**src/rtl/imem_loader.sv**
```systemverilog
// Boot loader for the single-cycle processor: receives a length-prefixed, checksummed
// byte stream, writes it into instruction memory word by word, then releases the CPU.
module imem_loader #(
    parameter int DATA_W    = 32,
    parameter int ADDR_W    = 8,
    parameter int NUM_WORDS = 256
) (
    input  logic              clk,
    input  logic              rst,
    input  logic              in_valid,
    input  logic [7:0]        in_byte,
    output logic              in_ready,
    input  logic              load_req,
    output logic              imem_we,
    output logic [ADDR_W-1:0] imem_addr,
    output logic [DATA_W-1:0] imem_wdata,
    output logic              cpu_rst,
    output logic              done,
    output logic              error,
    output logic [31:0]       run_cycles
);

    localparam int BPW    = DATA_W / 8;
    localparam int BIDX_W = (BPW > 1) ? $clog2(BPW) : 1;
    localparam logic [BIDX_W-1:0] LAST_BYTE   = BIDX_W'(BPW - 1);
    localparam logic [16:0]       MAX_WORDS_L = 17'(NUM_WORDS);

    typedef enum logic [2:0] {
        S_LEN_LO,
        S_LEN_HI,
        S_DATA,
        S_CHK,
        S_RUN,
        S_ERR
    } state_t;

    state_t              state_q, state_d;
    logic [15:0]         len_q, len_d;
    logic [15:0]         word_idx_q, word_idx_d;
    logic [BIDX_W-1:0]   byte_idx_q, byte_idx_d;
    logic [7:0]          csum_q, csum_d;
    logic [DATA_W-1:0]   word_buf_q, word_buf_d;
    logic                imem_we_q, imem_we_d;
    logic [ADDR_W-1:0]   imem_addr_q, imem_addr_d;
    logic [DATA_W-1:0]   imem_wdata_q, imem_wdata_d;
    logic [31:0]         run_cycles_q, run_cycles_d;

    logic                xfer;
    logic [15:0]         len_full;
    logic                word_last;
    logic [DATA_W-1:0]   word_merged;

    // Incoming byte lands in the lane selected by the byte index (little-endian).
    generate
        for (genvar gi = 0; gi < BPW; gi++) begin : g_lane
            assign word_merged[gi*8 +: 8] =
                (byte_idx_q == BIDX_W'(gi)) ? in_byte : word_buf_q[gi*8 +: 8];
        end
    endgenerate

    assign xfer      = in_valid & in_ready;
    assign len_full  = {in_byte, len_q[7:0]};
    assign word_last = (word_idx_q == (len_q - 16'd1));

    always_comb begin
        state_d      = state_q;
        len_d        = len_q;
        word_idx_d   = word_idx_q;
        byte_idx_d   = byte_idx_q;
        csum_d       = csum_q;
        word_buf_d   = word_buf_q;
        imem_we_d    = 1'b0;
        imem_addr_d  = imem_addr_q;
        imem_wdata_d = imem_wdata_q;
        run_cycles_d = run_cycles_q;
        in_ready     = 1'b0;

        case (state_q)
            S_LEN_LO: begin
                in_ready = 1'b1;
                if (xfer) begin
                    len_d[7:0] = in_byte;
                    csum_d     = csum_q ^ in_byte;
                    state_d    = S_LEN_HI;
                end
            end
            S_LEN_HI: begin
                in_ready = 1'b1;
                if (xfer) begin
                    len_d  = len_full;
                    csum_d = csum_q ^ in_byte;
                    if ({1'b0, len_full} > MAX_WORDS_L) begin
                        state_d = S_ERR;
                    end else if (len_full == 16'd0) begin
                        state_d = S_CHK;
                    end else begin
                        state_d = S_DATA;
                    end
                end
            end
            S_DATA: begin
                in_ready = 1'b1;
                if (xfer) begin
                    csum_d     = csum_q ^ in_byte;
                    word_buf_d = word_merged;
                    if (byte_idx_q == LAST_BYTE) begin
                        byte_idx_d   = '0;
                        imem_we_d    = 1'b1;
                        imem_addr_d  = word_idx_q[ADDR_W-1:0];
                        imem_wdata_d = word_merged;
                        word_idx_d   = word_idx_q + 16'd1;
                        if (word_last) begin
                            state_d = S_CHK;
                        end
                    end else begin
                        byte_idx_d = byte_idx_q + BIDX_W'(1);
                    end
                end
            end
            S_CHK: begin
                in_ready = 1'b1;
                if (xfer) begin
                    state_d = (in_byte == csum_q) ? S_RUN : S_ERR;
                end
            end
            S_RUN: begin
                if (run_cycles_q != 32'hFFFF_FFFF) begin
                    run_cycles_d = run_cycles_q + 32'd1;
                end
            end
            default: begin
            end
        endcase

        // Restart wipes everything the previous load accumulated; memory address/data just hold.
        if ((state_q == S_RUN || state_q == S_ERR) && load_req) begin
            state_d      = S_LEN_LO;
            len_d        = '0;
            word_idx_d   = '0;
            byte_idx_d   = '0;
            csum_d       = '0;
            word_buf_d   = '0;
            run_cycles_d = '0;
        end
    end

    always_ff @(posedge clk or negedge rst) begin
        if (!rst) begin
            state_q      <= S_LEN_LO;
            len_q        <= '0;
            word_idx_q   <= '0;
            byte_idx_q   <= '0;
            csum_q       <= '0;
            word_buf_q   <= '0;
            imem_we_q    <= 1'b0;
            imem_addr_q  <= '0;
            imem_wdata_q <= '0;
            run_cycles_q <= '0;
        end else begin
            state_q      <= state_d;
            len_q        <= len_d;
            word_idx_q   <= word_idx_d;
            byte_idx_q   <= byte_idx_d;
            csum_q       <= csum_d;
            word_buf_q   <= word_buf_d;
            imem_we_q    <= imem_we_d;
            imem_addr_q  <= imem_addr_d;
            imem_wdata_q <= imem_wdata_d;
            run_cycles_q <= run_cycles_d;
        end
    end

    assign imem_we    = imem_we_q;
    assign imem_addr  = imem_addr_q;
    assign imem_wdata = imem_wdata_q;
    assign run_cycles = run_cycles_q;
    assign cpu_rst    = (state_q == S_RUN);
    assign done       = (state_q == S_RUN);
    assign error      = (state_q == S_ERR);

endmodule

```
**config.mk**
```make
export PLATFORM = sky130hd
export DESIGN_NAME = imem_loader
export DESIGN_NICKNAME = d
export VERILOG_FILES = /design/src/rtl/imem_loader.sv
export SDC_FILE = /design/constraint.sdc
export NUM_CORES = 1
export LEC_CHECK = 0
export CORE_MARGIN = 3
export CORE_UTILIZATION = 40
export DETAILED_ROUTE_END_ITERATION = 8
export GPL_TIMING_DRIVEN = 1
export MAX_ROUTING_LAYER = met4
export PLACE_DENSITY = 0.58
export SLEW_MARGIN = 25
export SYNTH_ARGS = -nofsm -noshare
export SYNTH_HDL_FRONTEND = slang
export SYNTH_SLANG_ARGS = --single-unit
export TNS_END_PERCENT = 50
```
**constraint.sdc**
```tcl
create_clock -name clk -period 2.7 [get_ports clk]
set_input_delay 0.54 -clock clk [delete_from_list [all_inputs] [get_ports clk]]
set_output_delay 0.54 -clock clk [all_outputs]
set_load 0.1 [all_outputs]
```
* Yosys cells after proc, flatten, opt, wreduce, memory -nomap -nowiden
Index checks and enable logic that the tools add are counted.
** Storage, ports and cells
- Flip-flop bits (word level) :: 150
- Bits in latches :: 0
- Memory bits (writable) :: 0
- ROM bits :: 0
- Input port bits :: 12
- Output and inout bits :: 77
- Logic and storage cells :: 101
- Memories :: 0
** Operators by class
- $add $sub $neg :: 4
- Multipliers :: 0
- Div/mod/pow operators :: 0
- Magnitude comparators :: 1
- Equal/unequal tests :: 18
- Shift operators :: 0
- Muxes and demuxes :: 41
- Bitwise gates (word level) :: 2
- Reduce and logical (&&, ||, !) cells :: 24
** Operator list (count)
- $mux W32 :: 6
- $mux W16 :: 6
- $mux W8 :: 9
- $add A32 B1 Y32 const B :: 1
- $ne A32 B32 Y1 const B :: 1
- $mux W3 :: 8
- $ne A3 B3 Y1 const B :: 6
- $add A16 B1 Y16 const B :: 1
- $eq A16 B16 Y1 :: 1
- $gt A16 B9 Y1 const B :: 1
- $logic_not A16 Y1 :: 1
- $pmux W8 S2 :: 1
- $reduce_bool A2 Y1 :: 8
- $sub A16 B1 Y16 const B :: 1
- $pmux W3 S4 :: 1
- $reduce_and A3 Y1 :: 3
- $eq A8 B8 Y1 :: 1
- $mux W2 :: 4
- $reduce_and A2 Y1 :: 4
- $xor A8 B8 Y8 :: 1
- $reduce_and A7 Y1 :: 1
- $eq A3 B2 Y1 const B :: 2
- $eq A3 B3 Y1 const B :: 2
- $mux W1 :: 6
- other kinds (13) :: 14

* Logic depth before layout (Yosys ltp)
Gate-level depths: netlist (run 1).
- Depth in word-level cells :: 7
- Depth in mapped cells :: 10
- Mapped depth without buffers :: 9

* Worst setup path after synthesis (run 1)
Ideal clock, no wire load.
- Path kind :: register -> register
- Start point :: register state_q[2]
- End point :: register run_cycles_q[25] (netlist: run_cycles[25])
- Data arrival time :: 3779 ps
- Data required time :: 2622 ps
- Setup slack :: -1157 ps
- Stages on the path, launching flop included :: 8
- Path buffers :: 1
- Period minus slack after synthesis :: 3857 ps
- Cell sequence :: dfrtp_1 -> inv_1 -> nor3_2 -> nand4_1 -> or4_1 -> clkbuf_2 -> or3_1 -> a21oi_1
** On the way
- Word-level cells in the longest chain between the ends :: 5
- Elaborated cells between the ends (all ways) :: 8
** RTL lines
- from (decl) :: line 37 : state_t state_q, state_d;
- from (signal assigned) :: line 160 : state_q <= state_d;
- $eq A3 B3 Y1 *
- named net cpu_rst :: line 17 : output logic cpu_rst,
- $logic_or A1 B1 Y1 :: line 136 : if ((state_q == S_RUN || state_q == S_ERR) && load_req) begin
- $logic_and A1 B1 Y1 :: line 136
- $reduce_bool A2 Y1 (no source line)
- $reduce_and A2 Y1 (no source line)
- to (signal assigned) :: line 169 : run_cycles_q <= run_cycles_d;
- to (decl) :: line 46 : logic [31:0] run_cycles_q, run_cycles_d;
The timed path passes the listed nets; every way through them passes the cells marked *.
A chain may end at the register's enable or synchronous reset.

* Worst setup path after layout (run 1)
- Start point :: register run_cycles_q[10] (netlist: run_cycles[10])
- End point :: register run_cycles_q[27] (netlist: run_cycles[27])
** On the way
- Word-level cells in the longest chain between the ends :: 4
- Elaborated cells between the ends (all ways) :: 7
** RTL lines
- $add A32 B1 Y32 :: line 128 : run_cycles_d = run_cycles_q + 32'd1;
- $mux W32 :: line 127 : if (run_cycles_q != 32'hFFFF_FFFF) begin
- $mux W32 :: line 78 : case (state_q)
- $mux W32 :: line 136
Parallel ways exist; a longest one is shown, timed or not. The select of a mux whose other input is x is not followed.

==> impl_metrics.env, run 1 <==
export IMPL_outcome="finished clean"
export IMPL_cts_setup_buffers=0
export IMPL_critPathRequiredTime_ns=2.99
export IMPL_insertion_delay_ns=0.42
export IMPL_first_iter_violations=349
export IMPL_finalCriticalPeriod_ns=2.45
export IMPL_drive_above_1_share=0.181
export IMPL_grt_overflow=0
export IMPL_clk_pin_slew_ns=0.06
export IMPL_synth_compound_area_frac=0.114
export IMPL_grt_usage=0.192
export IMPL_worst_slew_pin_slew_ns=0.811
export IMPL_worstHoldPathType="in -> async"
export IMPL_wl_mm=17.6
export IMPL_critPathMaxFanout=7
export IMPL_slew_headroom=0.459
export IMPL_muxShareOfSynthArea=0.0381
export IMPL_grt_pass1_wl_mm=29.6
export IMPL_setup_violations_final=0
export IMPL_io_buffers=88
export IMPL_postSynthCellCount=773
export IMPL_hold_viol_final=0
export IMPL_arrival_ns=2.74
export IMPL_yosys_area_top_type="dfrtp_1"
export IMPL_ctsResizeCount=0
export IMPL_max_freq_mhz=408
export IMPL_power_leakage_nw=4.01
export IMPL_htreeDepth=4
export IMPL_rsz0062_at_grt="no"
export IMPL_wl_per_cell_um=16.0
export IMPL_yosys_warnings=0
export IMPL_dp_hpwl_mm=12.5
export IMPL_die_h_um=139
export IMPL_synth_area_leaders="dfrtp_1 (50%), nand2_1 (7.8%), o21ai_0 (5.1%), xnor2_1 (4.8%), nor2_1 (3.9%)"
export IMPL_cts_sinks=142
export IMPL_synth_top_area_frac=0.501
export IMPL_yosysUniqueCellTypes=50
export IMPL_grt_antenna_before_repair=0
export IMPL_vdd_ir_drop_max_v=0.000488
export IMPL_grt_max_degree=83
export IMPL_tns_ns=0
export IMPL_cp_start_kind="register"
export IMPL_syn_avg_cell_area_um2=9.18
export IMPL_syn_nets=793
export IMPL_dr_pass1_iters=4
export IMPL_n_antenna_cell=0
export IMPL_powerDensity_nw_per_um2=777
export IMPL_drv_cap=0
export IMPL_first_global_vias=5894
export IMPL_cts_tree="yes"
export IMPL_syn2layout_area_growth_pct=23.5
export IMPL_nNetsFinal=883
export IMPL_synth_xor_area_frac=0.0766
export IMPL_dp_cells=1069
export IMPL_syn_area_um2=7090
export IMPL_drc=0
export IMPL_drv_slew=0
export IMPL_synth_seq_cells=142
export IMPL_start_util=0.409
export IMPL_row_count=48
export IMPL_hold_worst_slack_ns=0.155
export IMPL_cts_buffers=17
export IMPL_synth_top_family_by_area="simple AND/OR/NAND/NOR gates"
export IMPL_power_total_mw=6.81
export IMPL_postCtsHoldBufs=0
export IMPL_dieWidth_um=139
export IMPL_skew_ns=0.00831
export IMPL_stdcell_count=1100
export IMPL_synth_simple_gate_area_frac=0.220
export IMPL_synthFlopType="dfrtp_1"
export IMPL_cp_end_kind="register"
export IMPL_core_area_um2=17400
export IMPL_drt_antenna_violating_nets=0
export IMPL_synthAdderAreaFrac=0.0141
export IMPL_async_flop_share=1.00
export IMPL_ios=89
export IMPL_fp_dieArea_um2=19400
export IMPL_fin_crit_sh=0.907
export IMPL_vias_per_cell=5.27
export IMPL_synth_edff_count=0
export IMPL_worst_setup_path_type="reg -> reg"
export IMPL_vias=5802
export IMPL_yosysSeqAreaShare=0.501
export IMPL_ctsLongestPathBuffers=2
export IMPL_clock_root_buffer="clkbuf_16"
export IMPL_gp_congestion=0.854
[metal layers]
metal	up-vias	global-route usage	routed length [um]
li1	2820	-	-
met1	2847	0.256	8410
met2	118	0.302	8340
met3	17	0.0376	628
met5	-	-	0
met4	0	0.0561	201
[flip-flops by register name, summed over array words and instances, names as in the netlist]
signal	count
state_q	3
imem_addr	8
word_buf_q	24
csum_q	8
len_q	16
word_idx_q	16
byte_idx_q	2
imem_we	1
run_cycles	32
imem_wdata	32
[path summary, 6_finish.rpt]
check	from	end	slack (ns)	cells past startpoint
setup / recovery	run_cycles[10]$_DFFE_PN0P_	run_cycles[27]$_DFFE_PN0P_	0.25	6
hold / removal	rst	imem_addr[7]$_DFFE_PN0P_	0.15	1
setup reg to reg	run_cycles[10]$_DFFE_PN0P_	run_cycles[27]$_DFFE_PN0P_	0.25	6
hold reg to reg	imem_wdata[12]$_DFFE_PN0P_	imem_wdata[12]$_DFFE_PN0P_	0.48	2
max in group asynchronous	rst	csum_q[1]$_DFFE_PN0P_	1.89	2
min in group clk	imem_wdata[12]$_DFFE_PN0P_	imem_wdata[12]$_DFFE_PN0P_	0.48	2
[cells by family (layout without fill, tap and decap cells)]
logic type / count (synthesis) / after routing
fa+ha+maj: 8 / 8
mux: 27 / 27
buf+inv: 66 / 168
flops: 142 / 142
xor+xnor: 62 / 62
simple gates: 334 / 334
compound gates: 134 / 134
[synthesized netlist by cell type, drive strengths merged, types with 5 or more instances]
master  number
nand3       24
nand4       18
dfrtp      142
nor2        73
clkbuf      41
ha           8
mux2i       27
nor2b        5
a22o        15
and2         6
nor4        10
o31ai        5
or3          9
and3         7
o21ai       72
inv         15
nor3        13
xnor2       39
buf         10
or4          8
xor2        23
a21oi       25
nand2      147
[cells in the final DEF (no fill, tap or decap), types with 3 or more instances in the layout]
master / instances
nor2b_1: 5
o21ai_0: 72
ha_1: 8
buf_12: 3
mux2i_1: 27
buf_4: 108
or3_1: 9
and4_1: 3
clkdlybuf4s50_1: 10
or2_2: 3
xor2_1: 23
a21oi_1: 25
inv_1: 15
nand2b_1: 4
or4_1: 7
clkinv_4: 5
nand3_1: 24
clkbuf_16: 17
nor2_1: 73
nor4_2: 3
nor3_1: 11
dfrtp_1: 142
nor4_1: 7
nand4_1: 17
xnor2_1: 39
a22o_1: 15
nand2_1: 146
o31ai_1: 5
a22oi_1: 3
and2_1: 5
and3_1: 7
[worst max-delay path, cell delays in order, from the launching register on]
cell,delay [ns]
dfrtp_1,0.45
nand4_2,0.18
or4_4,0.57
or4_1,0.66
nor3_1,0.25
xnor2_1,0.15
nor2_1,0.06
[area by class of cell]
cell class,instances,area [um2]
Timing Repair Buffer,122,982
Fill cell,1605,8600
Tap cell,225,282
Multi-Input combinational cell,565,3300
Clock inverter,11,136
Inverter,15,56.3
Sequential cell,142,3550
Clock buffer,20,447
[stage by stage]
step                      cell area, um2  setup slack, ns   util
after floorplan                     7100           -0.640      -
after global placement              8180            0.132  0.471
after detailed placement            8180            0.116  0.471
after CTS                           8760            0.250  0.505
after global routing                8760           0.0539  0.505
final                               8760            0.250  0.505
[report_power, final]
group | internal (mW) | leakage [nW] | switching, mW
Combinational | 0.652 | 1.79 | 1.23
Sequential | 2.33 | 1.95 | 0.275
Clock | 1.39 | 0.277 | 0.931
Note: power is estimated with default switching activity, not from simulation.
==> run 2, diff against run 1 <==
- CORE_UTILIZATION: 40 -> 56
- PLACE_DENSITY: 0.58 -> 0.77
- SETUP_SLACK_MARGIN: default -> 0.5
==> run 2 against run 1 <==
Global-route usage up 8.5 points; non-clock buffer count rose by 33; largest cell class unchanged; wire length rose by 8.0%; register-to-register slack gained 0.16 ns; core utilization up 24 points; total power increased by 5.9%; die area shrank 27%; highest routed layer unchanged; maximum frequency is 6.8% higher.
==> impl_metrics.env, run 2 (same netlist as run 1, synthesis figures left out) <==
export IMPL_grt_overflow=0
export IMPL_dr_pass1_iters=5
export IMPL_hold_worst_slack_ns=0.126
export IMPL_vias_per_cell=5.75
export IMPL_insertion_delay_ns=0.43
export IMPL_gp_congestion=0.910
export IMPL_skew_ns=0.00724
export IMPL_grt_usage=0.277
export IMPL_vdd_ir_drop_max_v=0.000915
export IMPL_drc=0
export IMPL_dp_hpwl_mm=12.2
export IMPL_slowest_stage="dfrtp_2"
export IMPL_htreeDepth=4
export IMPL_arrival_ns=2.66
export IMPL_grt_max_degree=72
export IMPL_worstHoldPathType="in -> async"
export IMPL_fillerInstances=890
export IMPL_outcome="finished clean"
export IMPL_io_buffers=88
export IMPL_max_stage_delay_ns=0.44
export IMPL_first_iter_violations=463
export IMPL_n_antenna_cell=0
export IMPL_power_total_mw=7.21
export IMPL_ios=89
export IMPL_critPathRequiredTime_ns=3.06
export IMPL_cts_tree="yes"
export IMPL_cp_end_kind="register"
export IMPL_cp_start_kind="register"
export IMPL_postLayoutSetupSlackWorst_ns=0.405
export IMPL_mostFrequentLayoutCell="nand2_1"
export IMPL_wl_per_cell_um=17.6
export IMPL_path_cells="nor4_4, buf_4, buf_4, nand3_1, or2_2, nand4_1, nand3_1, nor4_2, a211o_1"
export IMPL_fin_crit_sh=0.850
export IMPL_tns_ns=0
export IMPL_nNetsFinal=916
export IMPL_slew_headroom=0.553
export IMPL_clk_pin_slew_ns=0.06
export IMPL_syn2layout_area_growth_pct=28.9
export IMPL_postCtsHoldBufs=0
export IMPL_cts_buffers=17
export IMPL_worstPathBufferInverterCount=2
export IMPL_crit_family="simple AND/OR/NAND/NOR gates"
export IMPL_max_freq_mhz=436
export IMPL_wl_mm=19.0
export IMPL_drv_cap=0
export IMPL_vias=6192
export IMPL_powerDensity_nw_per_um2=789
export IMPL_grt_pass1_wl_mm=30.7
export IMPL_core_area_um2=12200
export IMPL_grt_antenna_before_repair=0
export IMPL_cts_sinks=142
export IMPL_pre_cts_ws_ns=-0.00546
export IMPL_final_cell_mix="nand2_1 (144), buf_4 (140), dfrtp_1 (133), o21ai_0 (71), nor2_1 (70)"
export IMPL_clock_root_buffer="clkbuf_16"
export IMPL_start_util=0.581
export IMPL_critPathMaxFanout=4
export IMPL_drt_antenna_violating_nets=0
export IMPL_ctsLongestPathBuffers=2
export IMPL_setup_violations_final=0
export IMPL_worst_slew_pin_slew_ns=0.671
export IMPL_drive_above_1_share=0.253
export IMPL_row_count=40
export IMPL_rsz0062_at_grt="yes"
export IMPL_die_h_um=119
export IMPL_drv_slew=0
export IMPL_hold_viol_final=0
export IMPL_dieWidth_um=119
export IMPL_power_leakage_nw=4.24
export IMPL_worst_setup_path_type="reg -> reg"
export IMPL_finalCriticalPeriod_ns=2.29
export IMPL_fp_dieArea_um2=14100
export IMPL_first_global_vias=6209
run 2: changes by cell type in the layout (fill, tap and decap cells not counted), sizes merged:
cell / previous run / this run
buf: 112 / 145
bufinv: 2 / 3
clkbuf: 20 / 19
clkdlybuf4s50: 10 / 9
dlymetal6s2s: 0 / 1
inv: 17 / 18
run 2: area by class of cell:
type                       count  area, um2  share of cell area
sequential                   142       3560               0.390
timing repair buffer         155       1220               0.133
clock inverter                13        160              0.0175
tap                          168        210              0.0230
clock buffer                  19        453              0.0496
inverter                      15       56.3             0.00616
multi-input combinational    565       3480               0.380
run 2: metal layers:
metal  wire length [um]  global-route usage
met1               8010               0.350
met2               9460               0.445
met3               1040              0.0541
met4                478               0.107
met5                  0                   -
run 2: worst paths after layout:
| kind | startpoint | endpoint | slack, ns | depth (start not counted) |
|---|---|---|---|---|
| setup / recovery | len_q[4]$_DFFE_PN0P_ | state_q[0]$_DFFE_PN0P_ | 0.41 | 9 |
| hold / removal | rst | imem_addr[0]$_DFFE_PN0P_ | 0.13 | 1 |
| setup reg to reg | len_q[4]$_DFFE_PN0P_ | state_q[0]$_DFFE_PN0P_ | 0.41 | 9 |
| hold reg to reg | imem_wdata[31]$_DFFE_PN0P_ | imem_wdata[31]$_DFFE_PN0P_ | 0.48 | 2 |
| max in group asynchronous | rst | imem_wdata[16]$_DFFE_PN0P_ | 1.88 | 2 |
| min in group clk | imem_wdata[31]$_DFFE_PN0P_ | imem_wdata[31]$_DFFE_PN0P_ | 0.48 | 2 |
run 2: what timing repair did:
action,CTS,global route
cloned,0,0
resized for setup,33,19
pin swaps,11,13
setup endpoints to repair,21,29
buffers inserted,24,10
run 2: power by group:
| part | switching [mW] | internal (mW) |
|---|---|---|
| sequential | 0.310 | 2.34 |
| combinational | 1.35 | 0.787 |
| clock | 0.921 | 1.50 |
| total | 2.59 | 4.63 |
run 2: metrics by stage:
| step | cell area [um2] | std cells | utilization |
|---|---|---|---|
| final | 9140 | 1077 | 0.748 |
| after CTS | 8990 | 1067 | 0.736 |
| after global routing | 9140 | 1077 | 0.748 |
| after global placement | 8070 | 1011 | 0.661 |
| after floorplan | 7100 | 773 | - |
| after detailed placement | 8070 | 1011 | 0.661 |
